$ cat config.mk
export PLATFORM = sky130hd
export DESIGN_NAME = mult_reg_sequencer
export DESIGN_NICKNAME = d
export VERILOG_FILES = /design/src/rtl/mult_reg_sequencer.sv
export SDC_FILE = /design/constraint.sdc
export NUM_CORES = 1
export LEC_CHECK = 0
export ABC_AREA = 1
export CORE_MARGIN = 4
export CORE_UTILIZATION = 50
export DETAILED_ROUTE_END_ITERATION = 10
export GPL_TIMING_DRIVEN = 1
export PLACE_DENSITY_LB_ADDON = 0.08
export SYNTH_ARGS = -nofsm -noshare
export SYNTH_HDL_FRONTEND = slang
export SYNTH_SLANG_ARGS = --single-unit
$ cat constraint.sdc
create_clock -name clk_i -period 9.2 [get_ports clk_i]
set_input_delay 1.84 -clock clk_i [delete_from_list [all_inputs] [get_ports clk_i]]
set_output_delay 1.84 -clock clk_i [all_outputs]
set_load 0.005 [all_outputs]
$ cat src/rtl/mult_reg_sequencer.sv
// mult_reg_sequencer: sequences Thumb PUSH/POP/STMIA/LDMIA one register per beat,
// then performs a single base-register writeback cycle.
// Optional feature macro: MULT_REG_LR_PC_EN (adds LR to PUSH / PC to POP via instr_i[8]).
module mult_reg_sequencer #(
  parameter int unsigned ADDR_WIDTH = 4,
  parameter int unsigned DATA_WIDTH = 32
) (
  input  logic                  clk_i,
  input  logic                  rst_i,
  input  logic                  start_i,
  input  logic [15:0]           instr_i,
  input  logic [DATA_WIDTH-1:0] base_val_i,
  input  logic                  mem_ready_i,
  output logic                  busy_o,
  output logic [ADDR_WIDTH-1:0] reg_addr_o,
  output logic [DATA_WIDTH-1:0] mem_addr_o,
  output logic                  mem_wr_en_o,
  output logic                  mem_rd_en_o,
  output logic                  reg_wr_en_o,
  output logic                  pc_load_o,
  output logic [ADDR_WIDTH-1:0] base_addr_o,
  output logic                  base_wb_en_o,
  output logic [DATA_WIDTH-1:0] base_wb_val_o,
  output logic                  done_o
);

  localparam int unsigned NUM_REGS = 1 << ADDR_WIDTH;
  localparam logic [ADDR_WIDTH-1:0] SP_IDX = ADDR_WIDTH'(13);
`ifdef MULT_REG_LR_PC_EN
  localparam logic [ADDR_WIDTH-1:0] LR_IDX = ADDR_WIDTH'(14);
  localparam logic [ADDR_WIDTH-1:0] PC_IDX = ADDR_WIDTH'(15);
`endif

  typedef enum logic [1:0] {IDLE, XFER, WB} state_t;

  state_t                state;
  logic [NUM_REGS-1:0]   mask;
  logic                  wb_en_q;
  logic [ADDR_WIDTH-1:0] wb_addr_q;
  logic [DATA_WIDTH-1:0] wb_val_q;
`ifdef MULT_REG_LR_PC_EN
  logic                  is_pop_q;
  logic                  pc_load_q;
  logic                  next_pc;
`endif

  logic                  op_push, op_pop, op_stm, op_ldm, accept;
  logic [ADDR_WIDTH-1:0] acc_rn, acc_base;
  logic [NUM_REGS-1:0]   acc_mask, rest_mask, next_mask;
  logic [DATA_WIDTH-1:0] acc_bytes, acc_addr, acc_wb_val;
  logic                  acc_wb_en;
  logic [ADDR_WIDTH-1:0] next_idx;

  function automatic logic [DATA_WIDTH-1:0] popcount(input logic [NUM_REGS-1:0] m);
    popcount = '0;
    for (int i = 0; i < NUM_REGS; i++) popcount = popcount + DATA_WIDTH'(m[i]);
  endfunction

  function automatic logic [ADDR_WIDTH-1:0] lowest(input logic [NUM_REGS-1:0] m);
    lowest = '0;
    for (int i = NUM_REGS - 1; i >= 0; i--) if (m[i]) lowest = ADDR_WIDTH'(i);
  endfunction

  // Decode the candidate instruction and precompute everything latched at accept
  always_comb begin
    op_push   = (instr_i[15:9] == 7'b1011010);
    op_pop    = (instr_i[15:9] == 7'b1011110);
    op_stm    = (instr_i[15:11] == 5'b11000);
    op_ldm    = (instr_i[15:11] == 5'b11001);
    accept    = (state == IDLE) && start_i && (op_push || op_pop || op_stm || op_ldm);
    acc_rn    = ADDR_WIDTH'(instr_i[10:8]);
    acc_mask  = NUM_REGS'(instr_i[7:0]);
`ifdef MULT_REG_LR_PC_EN
    if (op_push && instr_i[8]) acc_mask[LR_IDX] = 1'b1;
    if (op_pop && instr_i[8])  acc_mask[PC_IDX] = 1'b1;
`endif
    acc_bytes  = popcount(acc_mask) << 2;
    acc_addr   = op_push ? (base_val_i - acc_bytes) : base_val_i;
    acc_wb_val = op_push ? (base_val_i - acc_bytes) : (base_val_i + acc_bytes);
    acc_wb_en  = !(op_ldm && acc_mask[acc_rn]);
    acc_base   = (op_push || op_pop) ? SP_IDX : acc_rn;
  end

  // Select the register for the next beat: from the fresh list at accept, else the remainder
  always_comb begin
    rest_mask             = mask;
    rest_mask[reg_addr_o] = 1'b0;
    next_mask             = (state == IDLE) ? acc_mask : rest_mask;
    next_idx              = lowest(next_mask);
`ifdef MULT_REG_LR_PC_EN
    next_pc               = ((state == IDLE) ? op_pop : is_pop_q) && (next_idx == PC_IDX);
`endif
  end

  assign busy_o      = (state != IDLE) || accept;
  assign reg_wr_en_o = mem_rd_en_o && mem_ready_i;
`ifdef MULT_REG_LR_PC_EN
  assign pc_load_o   = pc_load_q;
`else
  assign pc_load_o   = 1'b0;
`endif

  // Sequencer FSM with registered beat and writeback outputs
  always_ff @(posedge clk_i) begin
    if (rst_i) begin
      state         <= IDLE;
      mask          <= '0;
      wb_en_q       <= 1'b0;
      wb_addr_q     <= '0;
      wb_val_q      <= '0;
      reg_addr_o    <= '0;
      mem_addr_o    <= '0;
      mem_wr_en_o   <= 1'b0;
      mem_rd_en_o   <= 1'b0;
      base_addr_o   <= '0;
      base_wb_en_o  <= 1'b0;
      base_wb_val_o <= '0;
      done_o        <= 1'b0;
`ifdef MULT_REG_LR_PC_EN
      is_pop_q      <= 1'b0;
      pc_load_q     <= 1'b0;
`endif
    end else begin
      case (state)
        IDLE: begin
          if (accept) begin
            mask      <= acc_mask;
            wb_en_q   <= acc_wb_en;
            wb_addr_q <= acc_base;
            wb_val_q  <= acc_wb_val;
`ifdef MULT_REG_LR_PC_EN
            is_pop_q  <= op_pop;
`endif
            if (acc_mask != '0) begin
              state       <= XFER;
              reg_addr_o  <= next_idx;
              mem_addr_o  <= acc_addr;
              mem_wr_en_o <= op_push || op_stm;
              mem_rd_en_o <= op_pop || op_ldm;
`ifdef MULT_REG_LR_PC_EN
              pc_load_q   <= next_pc;
`endif
            end else begin
              state         <= WB;
              base_addr_o   <= acc_base;
              base_wb_en_o  <= acc_wb_en;
              base_wb_val_o <= acc_wb_val;
              done_o        <= 1'b1;
            end
          end
        end
        XFER: begin
          if (mem_ready_i) begin
            mask <= rest_mask;
            if (rest_mask != '0) begin
              reg_addr_o <= next_idx;
              mem_addr_o <= mem_addr_o + DATA_WIDTH'(4);
`ifdef MULT_REG_LR_PC_EN
              pc_load_q  <= next_pc;
`endif
            end else begin
              state         <= WB;
              reg_addr_o    <= '0;
              mem_addr_o    <= '0;
              mem_wr_en_o   <= 1'b0;
              mem_rd_en_o   <= 1'b0;
              base_addr_o   <= wb_addr_q;
              base_wb_en_o  <= wb_en_q;
              base_wb_val_o <= wb_val_q;
              done_o        <= 1'b1;
`ifdef MULT_REG_LR_PC_EN
              pc_load_q     <= 1'b0;
`endif
            end
          end
        end
        WB: begin
          state         <= IDLE;
          base_addr_o   <= '0;
          base_wb_en_o  <= 1'b0;
          base_wb_val_o <= '0;
          done_o        <= 1'b0;
        end
        default: state <= IDLE;
      endcase
    end
  end

endmodule

==> metrics <==
Primary FF master, synth=dfxtp_1; Post-DP Area=10450 um^2; Final min period=7.044 ns; RSZ-0062 raised after global routing=no; Worst Setup SP=instr_i[0]; Worst Setup End Kind=flop; Max IR drop VDD=0.1625 mV; CTS clk-pin slew, worst paths=0.06 ns; EDFF count, synth=0; largest net degree at the start of global routing=62; CTS sink count=131; WP buf/inv=6; root buffer cell=clkbuf_16; Routed WL=30430 um; Fin Clk Skew=0.02054 ns; port bufs=129; P_sw=0.001075 W; sequential share of power=31.3%; number of H-tree levels=4; Slowest Stage Delay on Critical Path=0.57 ns; Setup Viol. Count Final=0; CP required=9.52 ns; die area=20550 um^2; initial antenna violation count=0; Synthesis Warnings=0; Logic pwr share=42.3%; worst-case clock buffer depth=2; Detail Placement HPWL=22360 um; HP Class=flop to flop; CTS-repair resized insts=0; first-pass GRT wire length=48850 um; status=finished, final reports clean; TritonCTS clock tree=built; fillers=1791; fraction of layout instances using a drive strength above 1=4.062%; DR top layer=met4; Post CTS Setup Buffer Count=0; Sw Ratio=41.80%; synthesized flop and latch total=131; fin crit share=76.57%; startpoint types=input port; met3 routed WL=2162 um; Clk Latency, worst-skew pair=0.43 ns; row count=49; Reg area=2623 um^2; TritonRoute pass-1 iters=6; grt total ovfl=0; MaxCap Viol Count=0; f_max=142.0 MHz; WL met2=13740 um; Total Power=0.002573 W; antenna-violating nets left=0; final slew viol count=0; Reg-to-Reg End=base_wb_val_o[12]; Tot GR Track Use=29.67%; R2R depth=12; cells after synthesis=1457; crit-path max FO=8; Final #Nets=1614; r2r startpoint=reg_addr_o[1]; setup_tns=0 ns; Worst slew margin=29.12%; Initial Util=50.99%; Cell variety after synth=48; Internal Power=0.001497 W; DRC errors left=0; Iter 0 DRT Violations=958; Synth async-reset ratio=0%; CP max-delay cell=fa_1; share of the synthesized area in the top cell type=28.63%; Syn Nets=1533; Antenna diodes=0; top cells by area, synth=dfxtp_1, nand2_1, inv_1, o21ai_0, a21oi_1; area leader, netlist=dfxtp_1; Die Ht=143.3 um; register area share after synthesis=28.63%; Clock Power Share=26.4%; Reg2Reg Setup Slack=5.41 ns; top cells by count, synth=nand2_1, inv_1, nor2_1; wire length on met1=13800 um; CORE AREA=17960 um^2; vias=10.09k; Worst Path Class, Setup=input port to flop; cell family with most CP delay=adder cells; vias in the first global route=9399; Final Hold Fails=0; I/O pin count=131; final instance area=11030 um^2; Via density=5.668; crit path to=mem_addr_o[23]; Area Growth Syn to Fin=20.42%; Leak Pwr=4.818 nW; RePlAce Congestion=0.9971; footprint of the multi-input gates=5450 um^2; Die X-Extent=143.3 um; WP depth=25; WP data arrival=7.36 ns; hold buffers post-CTS=0; most common cell in the netlist=nand2_1; Slew @ Worst Pin=1.063 ns; syn avg cell area=6.286 um^2; area of the mapped netlist=9159 um^2; power density cells=233.3 nW/um^2; Routed wire per std cell=17.09 um; CTS Buf Count=17
==> state kept, by name, summed over array words and instances (netlist names), 2 cells and up <==
name,count
base_wb_val_o,32
mem_addr_o,32
mask,16
wb_addr_q,4
wb_val_q,32
base_addr_o,4
state,2
reg_addr_o,4
==> layout make-up <==
cell class,instances,area share (%)
Clock buffer,17,3.857
Clock inverter,15,1.441
Inverter,196,6.704
Multi-Input combinational cell,1055,49.42
Sequential cell,131,23.78
Tap cell,229,2.598
Timing Repair Buffer,137,12.21
==> power by group through the flow <==
stage	clock, W	combinational (W)	sequential, W
after floorplan	0	0.000662	0.000798
after global placement	0	0.00107	0.000813
after detailed placement	0	0.00108	0.000813
after CTS	0.000689	0.00108	0.000804
after global routing	0.000714	0.00121	0.000823
final	0.000680	0.00109	0.000805
==> cell families (layout without fill, tap and decap cells) <==
group,Yosys count,count (layout),synth area share [%]
other,1,1,0.04094
buffers and inverters,271,365,11.86
AOI/OAI and AO/OA,353,353,21.05
adders and majority gates,24,24,3.771
xor gates and xnor gates,43,43,4.112
DFF,131,131,28.63
and+or+nand+nor,634,634,30.53
==> metrics by stage <==
stage | instances | hold WS (ns) | utilization (%) | setup slack [ns]
floorplan | 1457 | 0.4323 | - | 3.107
global placement | 1748 | 0.4435 | 58.15 | 1.850
finish | 1780 | 0.4548 | 61.40 | 2.156
global route | 1780 | 0.4814 | 61.40 | 1.671
CTS | 1780 | 0.4563 | 61.40 | 2.200
detailed placement | 1748 | 0.4461 | 58.15 | 1.816
==> cell usage in the layout (no fill, tap or decap), types with 31 or more instances in the layout <==
master	n
a21oi_1	120
inv_1	187
clkdlybuf4s50_1	128
nand2_1	290
dfxtp_1	131
nor2_1	144
nand4_1	36
nand3_1	91
xor2_1	38
o21ai_0	137
o21ai_1	31
==> routing by layer <==
| metal | vias to the layer above | global-route usage (%) |
|---|---|---|
| li1 | 4997 | - |
| met3 | 54 | 3.794 |
| met2 | 382 | 48.00 |
| met1 | 4656 | 41.38 |
| met5 | - | 0 |
| met4 | 0 | 9.366 |
==> worst min-delay path by stage <==
stage / from / endpoint / slack, ns / depth (start not counted)
floorplan: mask[12] / mask[12] / 0.43 / 2
detailed placement: mask[14] / mask[14] / 0.45 / 2
finish: mask[15] / mask[15] / 0.45 / 2
global route: mask[14] / mask[14] / 0.48 / 2
global placement: mask[13] / mask[13] / 0.44 / 2
CTS: mask[15] / mask[15] / 0.46 / 2
==> worst reg2reg max path: stages (launching register included) <==
cell and delay [ns]:
dfxtp_1 0.39, nor2_1 0.35, a21oi_1 0.16, or2_1 0.26, nor3_2 0.17, nand3_1 0.41, nand2_2 0.45, inv_4 0.16
nor2_8 0.15, nand3b_4 0.27, clkinv_2 0.62, o21ai_0 0.17, a21oi_1 0.15
No activity file was read; power rests on OpenSTA's default activity.
